==> config.mk <==
export PLATFORM = sky130hd
export DESIGN_NAME = cis_line_sequencer
export DESIGN_NICKNAME = d
export VERILOG_FILES = /design/src/rtl/cis_line_sequencer.sv
export SDC_FILE = /design/constraint.sdc
export NUM_CORES = 1
export LEC_CHECK = 0
export ABC_AREA = 0
export BUFFER_PORTS_ARGS = -buffer_cell sky130_fd_sc_hd__buf_2
export CAP_MARGIN = 25
export CORE_MARGIN = 4
export CORE_UTILIZATION = 45
export DETAILED_ROUTE_END_ITERATION = 6
export PLACE_DENSITY = 0.66
export RECOVER_POWER = 100
export SETUP_SLACK_MARGIN = 0.05
export SLEW_MARGIN = 30
export SYNTH_ARGS = -nofsm -noshare
export SYNTH_HDL_FRONTEND = slang
export SYNTH_SLANG_ARGS = --single-unit
export TNS_END_PERCENT = 20
==> constraint.sdc <==
create_clock -name CLK -period 5.7 [get_ports CLK]
set_input_delay 0.855 -clock CLK [delete_from_list [all_inputs] [get_ports CLK]]
set_output_delay 0.855 -clock CLK [all_outputs]
set_load 0.005 [all_outputs]
==> src/rtl/cis_line_sequencer.sv <==
// cis_line_sequencer
//   Sequences one contact-image-sensor line readout. A line request produces an
//   SI start pulse, DUMMY_PIX dummy pixel clocks and ACTIVE_PIX active pixel
//   clocks. Active pixels are tagged with PIX_VALID/PIX_IDX for the downstream
//   ADC and line-buffer path.
//   Requests come either from the encoder decoder (LINE_TRIG, MODE=1) or from an
//   internal free-run timer (MODE=0). One request can wait in a pending latch
//   while a line is running; any further request is dropped and reported.
//   The LED colour is latched at each line start (mono, or R/G/B rotation).
//   Assumes DUMMY_PIX >= 1, ACTIVE_PIX >= 1, SI_WIDTH >= 1, ACTIVE_PIX <= 4096.
//
// Ports
//   CLK          in   system / pixel clock
//   RST          in   synchronous active-high reset
//   EN           in   accept line starts (0: finish current line, then idle)
//   MODE         in   1 = LINE_TRIG requests, 0 = free-run timer requests
//   FREE_PERIOD  in   free-run line period in CLK cycles (0 = no requests)
//   LINE_TRIG    in   one-cycle line request from the encoder decoder
//   RGB_MODE     in   1 = rotate R,G,B per line, 0 = mono
//   SI           out  sensor start pulse
//   LED_RGB      out  LED enables {B,G,R}
//   PIX_VALID    out  current cycle carries an active pixel
//   PIX_IDX      out  active pixel index (0 when PIX_VALID=0)
//   LINE_START   out  pulse on the first SI cycle
//   LINE_END     out  pulse on the last active pixel
//   LINE_COLOR   out  colour of current line: 0=R 1=G 2=B 3=mono
//   BUSY         out  a line is in progress
//   OVERRUN      out  pulse when a request is dropped
//   LINE_CNT     out  completed lines (wrapping)
//   OVR_CNT      out  dropped requests (saturating)

module cis_line_sequencer #(
  parameter int DUMMY_PIX  = 89,
  parameter int ACTIVE_PIX = 2592,
  parameter int SI_WIDTH   = 1,
  parameter int PERIOD_W   = 20
) (
  input  logic                CLK,
  input  logic                RST,
  input  logic                EN,
  input  logic                MODE,
  input  logic [PERIOD_W-1:0] FREE_PERIOD,
  input  logic                LINE_TRIG,
  input  logic                RGB_MODE,
  output logic                SI,
  output logic [2:0]          LED_RGB,
  output logic                PIX_VALID,
  output logic [11:0]         PIX_IDX,
  output logic                LINE_START,
  output logic                LINE_END,
  output logic [1:0]          LINE_COLOR,
  output logic                BUSY,
  output logic                OVERRUN,
  output logic [15:0]         LINE_CNT,
  output logic [15:0]         OVR_CNT
);

  localparam int CNT_MAX = (SI_WIDTH > DUMMY_PIX) ? SI_WIDTH : DUMMY_PIX;
  localparam int CNT_W   = $clog2(CNT_MAX + 1);

  typedef enum logic [1:0] {
    IDLE   = 2'd0,
    SI_PH  = 2'd1,
    DUMMY  = 2'd2,
    ACTIVE = 2'd3
  } state_t;

  state_t              state;
  logic [CNT_W-1:0]    cnt;
  logic                pending;
  logic [1:0]          cidx;
  logic [2:0]          led_q;

  logic [PERIOD_W-1:0] tmr;
  logic                tmr_run;
  logic [PERIOD_W-1:0] tmr_cur;
  logic                tmr_en;
  logic                tmr_fire;
  logic                req;
  logic                drop;
  logic                start_now;

  // Free-run timer. While not running it presents FREE_PERIOD-1, so the first
  // enabled cycle always starts a full period regardless of what was stored.
  assign tmr_en   = EN & ~MODE;
  assign tmr_cur  = tmr_run ? tmr : (FREE_PERIOD - PERIOD_W'(1));
  assign tmr_fire = tmr_en && (FREE_PERIOD != '0) && (tmr_cur == '0);

  always_ff @(posedge CLK) begin
    if (RST) begin
      tmr     <= '0;
      tmr_run <= 1'b0;
    end else if (!tmr_en) begin
      tmr     <= FREE_PERIOD - PERIOD_W'(1);
      tmr_run <= 1'b0;
    end else begin
      tmr_run <= 1'b1;
      tmr     <= (tmr_cur == '0) ? (FREE_PERIOD - PERIOD_W'(1)) : (tmr_cur - PERIOD_W'(1));
    end
  end

  // Request arbitration. A request arriving with the pending latch already full
  // is dropped, including in the single IDLE cycle where the pending request
  // itself is being launched.
  assign req       = EN && (MODE ? LINE_TRIG : tmr_fire);
  assign drop      = req && pending;
  assign start_now = (state == IDLE) && EN && (pending || req);

  always_ff @(posedge CLK) begin
    if (RST) begin
      pending <= 1'b0;
      OVERRUN <= 1'b0;
      OVR_CNT <= '0;
    end else begin
      OVERRUN <= drop;
      if (drop && (OVR_CNT != 16'hFFFF)) begin
        OVR_CNT <= OVR_CNT + 16'd1;
      end
      // In IDLE the pending request (or a fresh one) launches immediately, so
      // the latch only ever holds while a line is running.
      if (!EN || (state == IDLE)) begin
        pending <= 1'b0;
      end else if (req) begin
        pending <= 1'b1;
      end
    end
  end

  // Line FSM with registered outputs
  always_ff @(posedge CLK) begin
    if (RST) begin
      state      <= IDLE;
      cnt        <= '0;
      SI         <= 1'b0;
      PIX_VALID  <= 1'b0;
      PIX_IDX    <= '0;
      LINE_START <= 1'b0;
      LINE_END   <= 1'b0;
      LINE_COLOR <= 2'd0;
      led_q      <= 3'b000;
      cidx       <= 2'd0;
      LINE_CNT   <= '0;
    end else begin
      LINE_START <= 1'b0;
      if (LINE_END) begin
        LINE_CNT <= LINE_CNT + 16'd1;
      end
      case (state)
        IDLE: begin
          if (start_now) begin
            state      <= SI_PH;
            cnt        <= '0;
            SI         <= 1'b1;
            LINE_START <= 1'b1;
            if (RGB_MODE) begin
              led_q      <= 3'b001 << cidx;
              LINE_COLOR <= cidx;
              cidx       <= (cidx == 2'd2) ? 2'd0 : (cidx + 2'd1);
            end else begin
              led_q      <= 3'b111;
              LINE_COLOR <= 2'd3;
            end
          end
        end
        SI_PH: begin
          if (cnt == CNT_W'(SI_WIDTH - 1)) begin
            state <= DUMMY;
            cnt   <= '0;
            SI    <= 1'b0;
          end else begin
            cnt <= cnt + CNT_W'(1);
          end
        end
        DUMMY: begin
          if (cnt == CNT_W'(DUMMY_PIX - 1)) begin
            state     <= ACTIVE;
            cnt       <= '0;
            PIX_VALID <= 1'b1;
            PIX_IDX   <= '0;
            LINE_END  <= (ACTIVE_PIX == 1);
          end else begin
            cnt <= cnt + CNT_W'(1);
          end
        end
        ACTIVE: begin
          // PIX_IDX doubles as the active-phase counter.
          if (PIX_IDX == 12'(ACTIVE_PIX - 1)) begin
            state     <= IDLE;
            PIX_VALID <= 1'b0;
            PIX_IDX   <= '0;
            LINE_END  <= 1'b0;
          end else begin
            PIX_IDX  <= PIX_IDX + 12'd1;
            LINE_END <= (PIX_IDX == 12'(ACTIVE_PIX - 2));
          end
        end
        default: state <= IDLE;
      endcase
    end
  end

  assign BUSY = (state != IDLE);

  // LEDs go dark as soon as the sequencer is disabled and idle; the latched
  // colour is kept so a re-enable without a new line shows the last colour.
  assign LED_RGB = ((state == IDLE) && !EN) ? 3'b000 : led_q;

endmodule

# Word-level counts from Yosys, hierarchy flattened
# Cells that the tools add are included.
[word_totals] register_bits=87 output_inout_bits=55
[op_classes] n_addsub=7 n_eq_ne=12 n_shift=1 mux=31 bitwise=3 reduce_logical=28
[ops] cell="20-bit 2-to-1 mux" n=3
[ops] cell="20-bit by 1-bit subtractor with 20-bit output (second input constant)" n=2
[ops] cell="16-bit by 1-bit adder with 16-bit output (second input constant)" n=2
[ops] cell="12-bit equality test (second input constant)" n=2
[ops] cell="12-bit 2-to-1 mux" n=2
[ops] cell="12-bit one-hot mux with 2 select lines" n=1
[ops] cell="7-bit 2-to-1 mux" n=3
[ops] cell="7-bit one-hot mux with 3 select lines" n=1
[ops] cell="20-bit logical NOT" n=1
[ops] cell="20-bit nonzero test" n=1
[ops] cell="16-bit inequality test (second input constant)" n=1
[ops] cell="12-bit by 1-bit adder with 12-bit output (second input constant)" n=1
[ops] cell="2-bit 2-to-1 mux" n=6
[ops] cell="1-bit 2-to-1 mux" n=9
[ops] cell="3-bit AND reduction" n=3
[ops] cell="1-bit logical AND" n=8
[ops] cell="2-bit inequality test (second input constant)" n=4
[ops] cell="2-bit one-hot mux with 4 select lines" n=1
[ops] cell="7-bit by 1-bit adder with 7-bit output (second input constant)" n=1
[ops] cell="7-bit equality test (second input constant)" n=1
[ops] cell="7-bit logical NOT" n=1
[ops] cell="2-bit equality test (second input constant)" n=3
[ops] cell="3-bit 2-to-1 mux" n=2
[ops] cell="1-bit one-hot mux with 2 select lines" n=3
[ops] cell="13 further kinds" n=20

# Logic depth before layout (Yosys ltp)
[logic_depth] ltp_word=10 mapped_depth=13

# Worst setup path after synthesis
# OpenSTA, ideal clock, no wires.
[synth_timing] kind="input to register" start="input FREE_PERIOD[0]" end="register state[1]" arrival_time_ns=4.014 required_ns=5.572 slack_ns=1.558 path_stages=12 path_buffers=1 path_cell_list="clkbuf_1 -> inv_1 -> ha_1 -> nor3b_1 -> mux2i_1 -> nand3_1 -> nor4b_4 -> o2111ai_2 -> o311a_1 -> nor4_2 -> mux2i_1 -> nor2_1"
[synth_via] elab_chain_cells=10 elab_cells_between_ends=12 classes_between="add/sub: 1; eq/ne: 1; mux: 2; reduce/logical: 8"
[synth_rtl] item="from (decl)" line="42" text="input logic [PERIOD_W-1:0] FREE_PERIOD,"
[synth_rtl] item="20-bit by 1-bit subtractor with 20-bit output" line="86" text="assign tmr_cur = tmr_run ? tmr : (FREE_PERIOD - PERIOD_W'(1));"
[synth_rtl] item="20-bit 2-to-1 mux" line="86"
[synth_rtl] item="20-bit logical NOT" line="87" text="assign tmr_fire = tmr_en && (FREE_PERIOD != '0) && (tmr_cur == '0);"
[synth_rtl] item="1-bit logical AND *" line="87"
[synth_rtl] item="1-bit 2-to-1 mux *" line="105" text="assign req = EN && (MODE ? LINE_TRIG : tmr_fire);"
[synth_rtl] item="1-bit logical AND *" line="105"
[synth_rtl] item="1-bit logical OR *" line="107" text="assign start_now = (state == IDLE) && EN && (pending || req);"
[synth_rtl] item="1-bit logical AND *" line="107"
[synth_rtl] item="2-bit inequality test (no line) *"
[synth_rtl] item="4-bit AND reduction (no line) *"
[synth_rtl] item="to (signal assigned)" line="132" text="state <= IDLE;"
[synth_rtl] item="to (signal assigned)" line="151" text="state <= SI_PH;"
[synth_rtl] item="to (signal assigned)" line="167" text="state <= DUMMY;"
[synth_rtl] item="to (decl)" line="68" text="state_t state;"
# Every way passes the cells marked *; elsewhere a longest branch is shown, timed or not.
# A chain may end at the register's enable or synchronous reset.

# Worst setup path in the final report
[layout_timing] start="input FREE_PERIOD[0]" end="register OVR_CNT[15]"
[layout_via] elab_chain_cells=8 elab_cells_between_ends=10 classes_between="add/sub: 1; mux: 2; reduce/logical: 7"
[layout_rtl] item="20-bit by 1-bit subtractor with 20-bit output" line="86"
[layout_rtl] item="20-bit 2-to-1 mux" line="86"
[layout_rtl] item="20-bit logical NOT" line="87"
[layout_rtl] item="1-bit logical AND *" line="87"
[layout_rtl] item="1-bit 2-to-1 mux *" line="105"
[layout_rtl] item="1-bit logical AND *" line="105"
[layout_rtl] item="1-bit logical AND *" line="106" text="assign drop = req && pending;"
[layout_rtl] item="1-bit logical AND *" line="116" text="if (drop && (OVR_CNT != 16'hFFFF)) begin"
[layout_rtl] item="to (signal assigned)" line="117" text="OVR_CNT <= OVR_CNT + 16'd1;"
[layout_rtl] item="to (decl)" line="55" text="output logic [15:0] OVR_CNT"
# Marks and branches as above.

==> impl_results.md <==
- Status: completed
- Seq pwr share: 0.455
- Routed wire length: 12810 µm
- Post-Layout Inst Area: 5957 µm²
- Internal Power: 1.029 mW
- Post-Synth Adder-Cell Area: 0.03339
- Area after DPL: about 5800 µm²
- Clock Latency Late Sink: 0.33 ns
- Max Root-Sink Buffers: 2
- Cells after Synth: 639
- Initial antenna violation count: 0
- Slowest cell on crit path: o31ai_4
- CTS buffer count: 9
- Clock root buffer: clkbuf_16
- Post-route minimum period: around 4.8 ns
- Required time worst endpoint: 5.95 ns
- Share of power burned in the clock network: 0.396
- Metal3 WL: approximately 630 µm
- Final setup viols: 0
- FF/Latch Area: approximately 1700 µm²
- First-pass GRT wire length: 21400 µm
- Post-synth cell types: 69
- Critical path arrival: 5.01 ns
- Global route overflow: 0
- Layout cells sized above 1: 0.1276
- I/O pin total: just over 80
- TritonCTS clock tree: done
- Synthesized Nets: 679
- Initial DRC count: 309
- Clock skew: 0.007613 ns
- Number of remaining DRC errors: 0
- Area of the multi-input gates: 3287 µm²
- Most frequent CP cell: clkbuf_1
- Main synth FF type: dfxtp_1
- Hold WC Path Type: flop to flop
- # diodes: 0
- Max-slew headroom: 0.4458
- Combinational Power Share: 0.149
- Vias/cell: 5.572
- Crit share post-route: 0.8348
- Startpoint types: primary input
- Final number of max-transition violations: 0
- GPL Wtd Cong: 0.8659
- Async SR Flop Fraction: 0
- Core area: roughly 11000 µm²
- Worst slew pin tran: 0.8301 ns
- WHS: 0.4966 ns
- Final ANT Viol Nets: 0
- Initial Utilization: 0.4595
- Setup Total Neg Slack: 0 ns
- Layout filler cell count: 1127
- Routed len/inst: 14.96 µm
- Detail Route met2 WL: 6308 µm
- Worst-path clk slew: 0.06 ns
- CTS sink cnt: 87
- EDFF count, synth: 0
- CTS Hold Buffers Added: 0
- NetSw: between 0.3 and 0.4 mW
- Die area: 13450 µm²
- Combinational family with the most area after synthesis: simple AND/OR/NAND/NOR gates
- Worst path cell trace: clkbuf_1, inv_1, ha_1, nor3b_1, clkbuf_1, mux2i_1, nand3_1, nor4b_4, o2111ai_1, o31ai_4, nand4_1, or4_1, a21oi_1
- Vias in the first global route: 4480
- Slack of the worst reg-to-reg path: 1.20 ns
- CP Class: primary input to flop
- Post-synthesis mux area share: 0.03148
- Routed vias: between 4000 and 5000
- Nets: 748
- Rows: 39
- Lkg Pwr: 2.243 nW
- Gr usage total: 0.1937
- DP HPWL: 9449 µm
- Crit end category: flop
- Largest net degree at the start of global routing: 74
- CP max stage delay: just over 0.6 ns
- Max FO, Critical Path: 13
- Die H: around 120 µm
- Port Buffers: 80
- Synthesized cell area: ~5200 µm²
- Die X: 116.0 µm
- PwrDens: 237.6 nW/µm²
- P&R area growth vs syn: 13.55%
- Synth warn: 0
- Sw frac: 0.2733
- Compound-Gate Fraction of Synth Area: 0.1698
- Fmax: 0.2102 GHz
- Top Layer Used: met4
- #FFs+latches synth: 87
- Total of max-cap violations: 0
- DRT Pass-1 Iters: 4
- Overall power: 1.416 mW
- Simple-gate share of the synthesized area: 0.3019
- Buf/Inv on CP: 3
- Final core occ: 0.5217
- Fin. Hold Viols: 0
- Synthesized area per cell: approximately 8.2 µm²
- Top delay family on crit path: simple AND/OR/NAND/NOR gates
- Post-cts resize count: 0
- Register area share after synthesis: 0.3320
- Post-CTS Setup Inserts: 0
- Xor and xnor area share after synthesis: 0.09516
- Worst vdd ir: about 0.00013 V
- Unrepaired setup endpoints after global routing: no
- Metal-1 WL: 5806 µm
- H-tree depth: 3
-- cells by family (layout without fill, tap and decap cells) --
group | count (synthesis) | count (layout)
AOI/OAI and AO/OA | 119 | 119
xor gates and xnor gates | 57 | 57
adders and majority gates | 14 | 14
buffers and inverters | 46 | 120
DFF | 87 | 87
muxes | 16 | 16
and+or+nand+nor | 300 | 300
-- power groups by stage --
| stage | logic, mW | registers [mW] | clock network [mW] |
|---|---|---|---|
| detailed placement | 0.216 | 0.658 | 0 |
| global placement | 0.212 | 0.656 | 0 |
| floorplan | 0.157 | 0.653 | 0 |
| global route | 0.237 | 0.647 | 0.601 |
| CTS | 0.218 | 0.644 | 0.572 |
| finish | 0.211 | 0.644 | 0.560 |
-- final cells by class --
class / instances / share of cell area
Clock inverter: 4 / 0.004831
Tap cell: 143 / 0.03004
Sequential cell: 87 / 0.2924
Inverter: 18 / 0.01134
Multi-Input combinational cell: 506 / 0.5518
Clock buffer: 12 / 0.04306
Timing Repair Buffer: 86 / 0.06658
-- registers in the layout, indices dropped and copies added (netlist names), 2 cells and up --
register and flops:
tmr 20, LINE_CNT 16, OVR_CNT 16, PIX_IDX 12, cnt 7, led_q 3
LINE_COLOR 2, cidx 2, state 2
-- per-stage QoR --
stage | worst slack, ns | std cells
2_1_floorplan | 1.558 | 639
3_3_place_gp | 1.218 | 840
3_5_place_dp | 1.085 | 840
4_1_cts | 1.425 | 856
5_1_grt | 0.5945 | 856
6_report | 0.9418 | 856
-- cell usage after synthesis (3+ instances only) --
library cell / number / area [µm²]
o32ai_1: 3 / 26.28
or2_2: 5 / 31.28
a32o_1: 3 / 30.03
nand3_1: 24 / 120.1
nor3_1: 18 / 90.09
o31ai_1: 6 / 45.04
nand2b_1: 11 / 68.82
o211ai_1: 6 / 45.04
nand3b_1: 3 / 22.52
nor2_1: 101 / 379.1
buf_1: 3 / 11.26
xor2_1: 32 / 280.3
o211a_1: 3 / 30.03
a211oi_1: 10 / 75.07
ha_1: 14 / 175.2
or4_1: 5 / 37.54
or3_1: 9 / 56.30
nor2b_1: 8 / 50.05
nand4_1: 15 / 93.84
a21oi_1: 17 / 85.08
mux2_2: 4 / 45.04
clkbuf_1: 16 / 60.06
o31ai_4: 3 / 63.81
nand2_1: 43 / 161.4
o21ai_0: 28 / 140.1
a31o_2: 4 / 35.03
and3_1: 19 / 118.9
nor4_1: 10 / 62.56
and2_1: 6 / 37.54
o31a_1: 3 / 26.28
inv_1: 18 / 67.56
o21bai_1: 4 / 30.03
nor3b_1: 6 / 45.04
buf_2: 8 / 40.04
dfxtp_1: 87 / 1742
o21a_1: 4 / 30.03
xnor2_1: 25 / 219.0
nor4b_1: 3 / 26.28
mux2i_1: 12 / 120.1
a31oi_1: 3 / 18.77
a311oi_1: 4 / 35.03
-- routing by layer --
layer	track usage	up-vias
met3	0.04125	4
met1	0.2536	2229
met4	0.05336	0
li1	-	2443
met2	0.3237	94
met5	0	-
-- placed cells by master (no fill, tap or decap), drive strengths merged, types with 3 or more instances in the layout --
cell type  count
nand3b         3
mux2           4
o31a           3
o32ai          3
a32o           3
and2           6
nor2         102
nand2         43
nor3          19
or4            6
nor4          12
a31oi          3
a21oi         17
inv           19
nand2b        11
and3          19
buf           51
o211a          3
o21ai         28
ha            14
clkbuf        47
a311oi         4
xor2          32
xnor2         25
a31o           4
o21bai         4
o211ai         6
o31ai         11
nand4         16
dfxtp         87
mux2i         12
a211oi        10
nand3         24
or3            9
o21a           4
or2            5
nor3b          6
nor2b          8
nor4b          5
-- final timing paths --
check | start | to | cells after the start
max | FREE_PERIOD[0] | OVR_CNT[15]$_SDFFE_PP0P_ | 13
min | led_q[0]$_SDFFE_PP0P_ | led_q[0]$_SDFFE_PP0P_ | 1
max reg2reg | tmr_run$_SDFF_PP0_ | OVR_CNT[15]$_SDFFE_PP0P_ | 10
min reg2reg | led_q[0]$_SDFFE_PP0P_ | led_q[0]$_SDFFE_PP0P_ | 1
-- worst register-to-register path: cells and delay by family (launching register included) --
family | cells | cell delay, ns
DFF | 1 | 0.86
buffers and inverters | 1 | 0.44
and+or+nand+nor | 5 | 1.77
muxes | 1 | 0.18
AOI/OAI and AO/OA | 3 | 1.18
No activity file was read; power rests on OpenSTA's default activity.
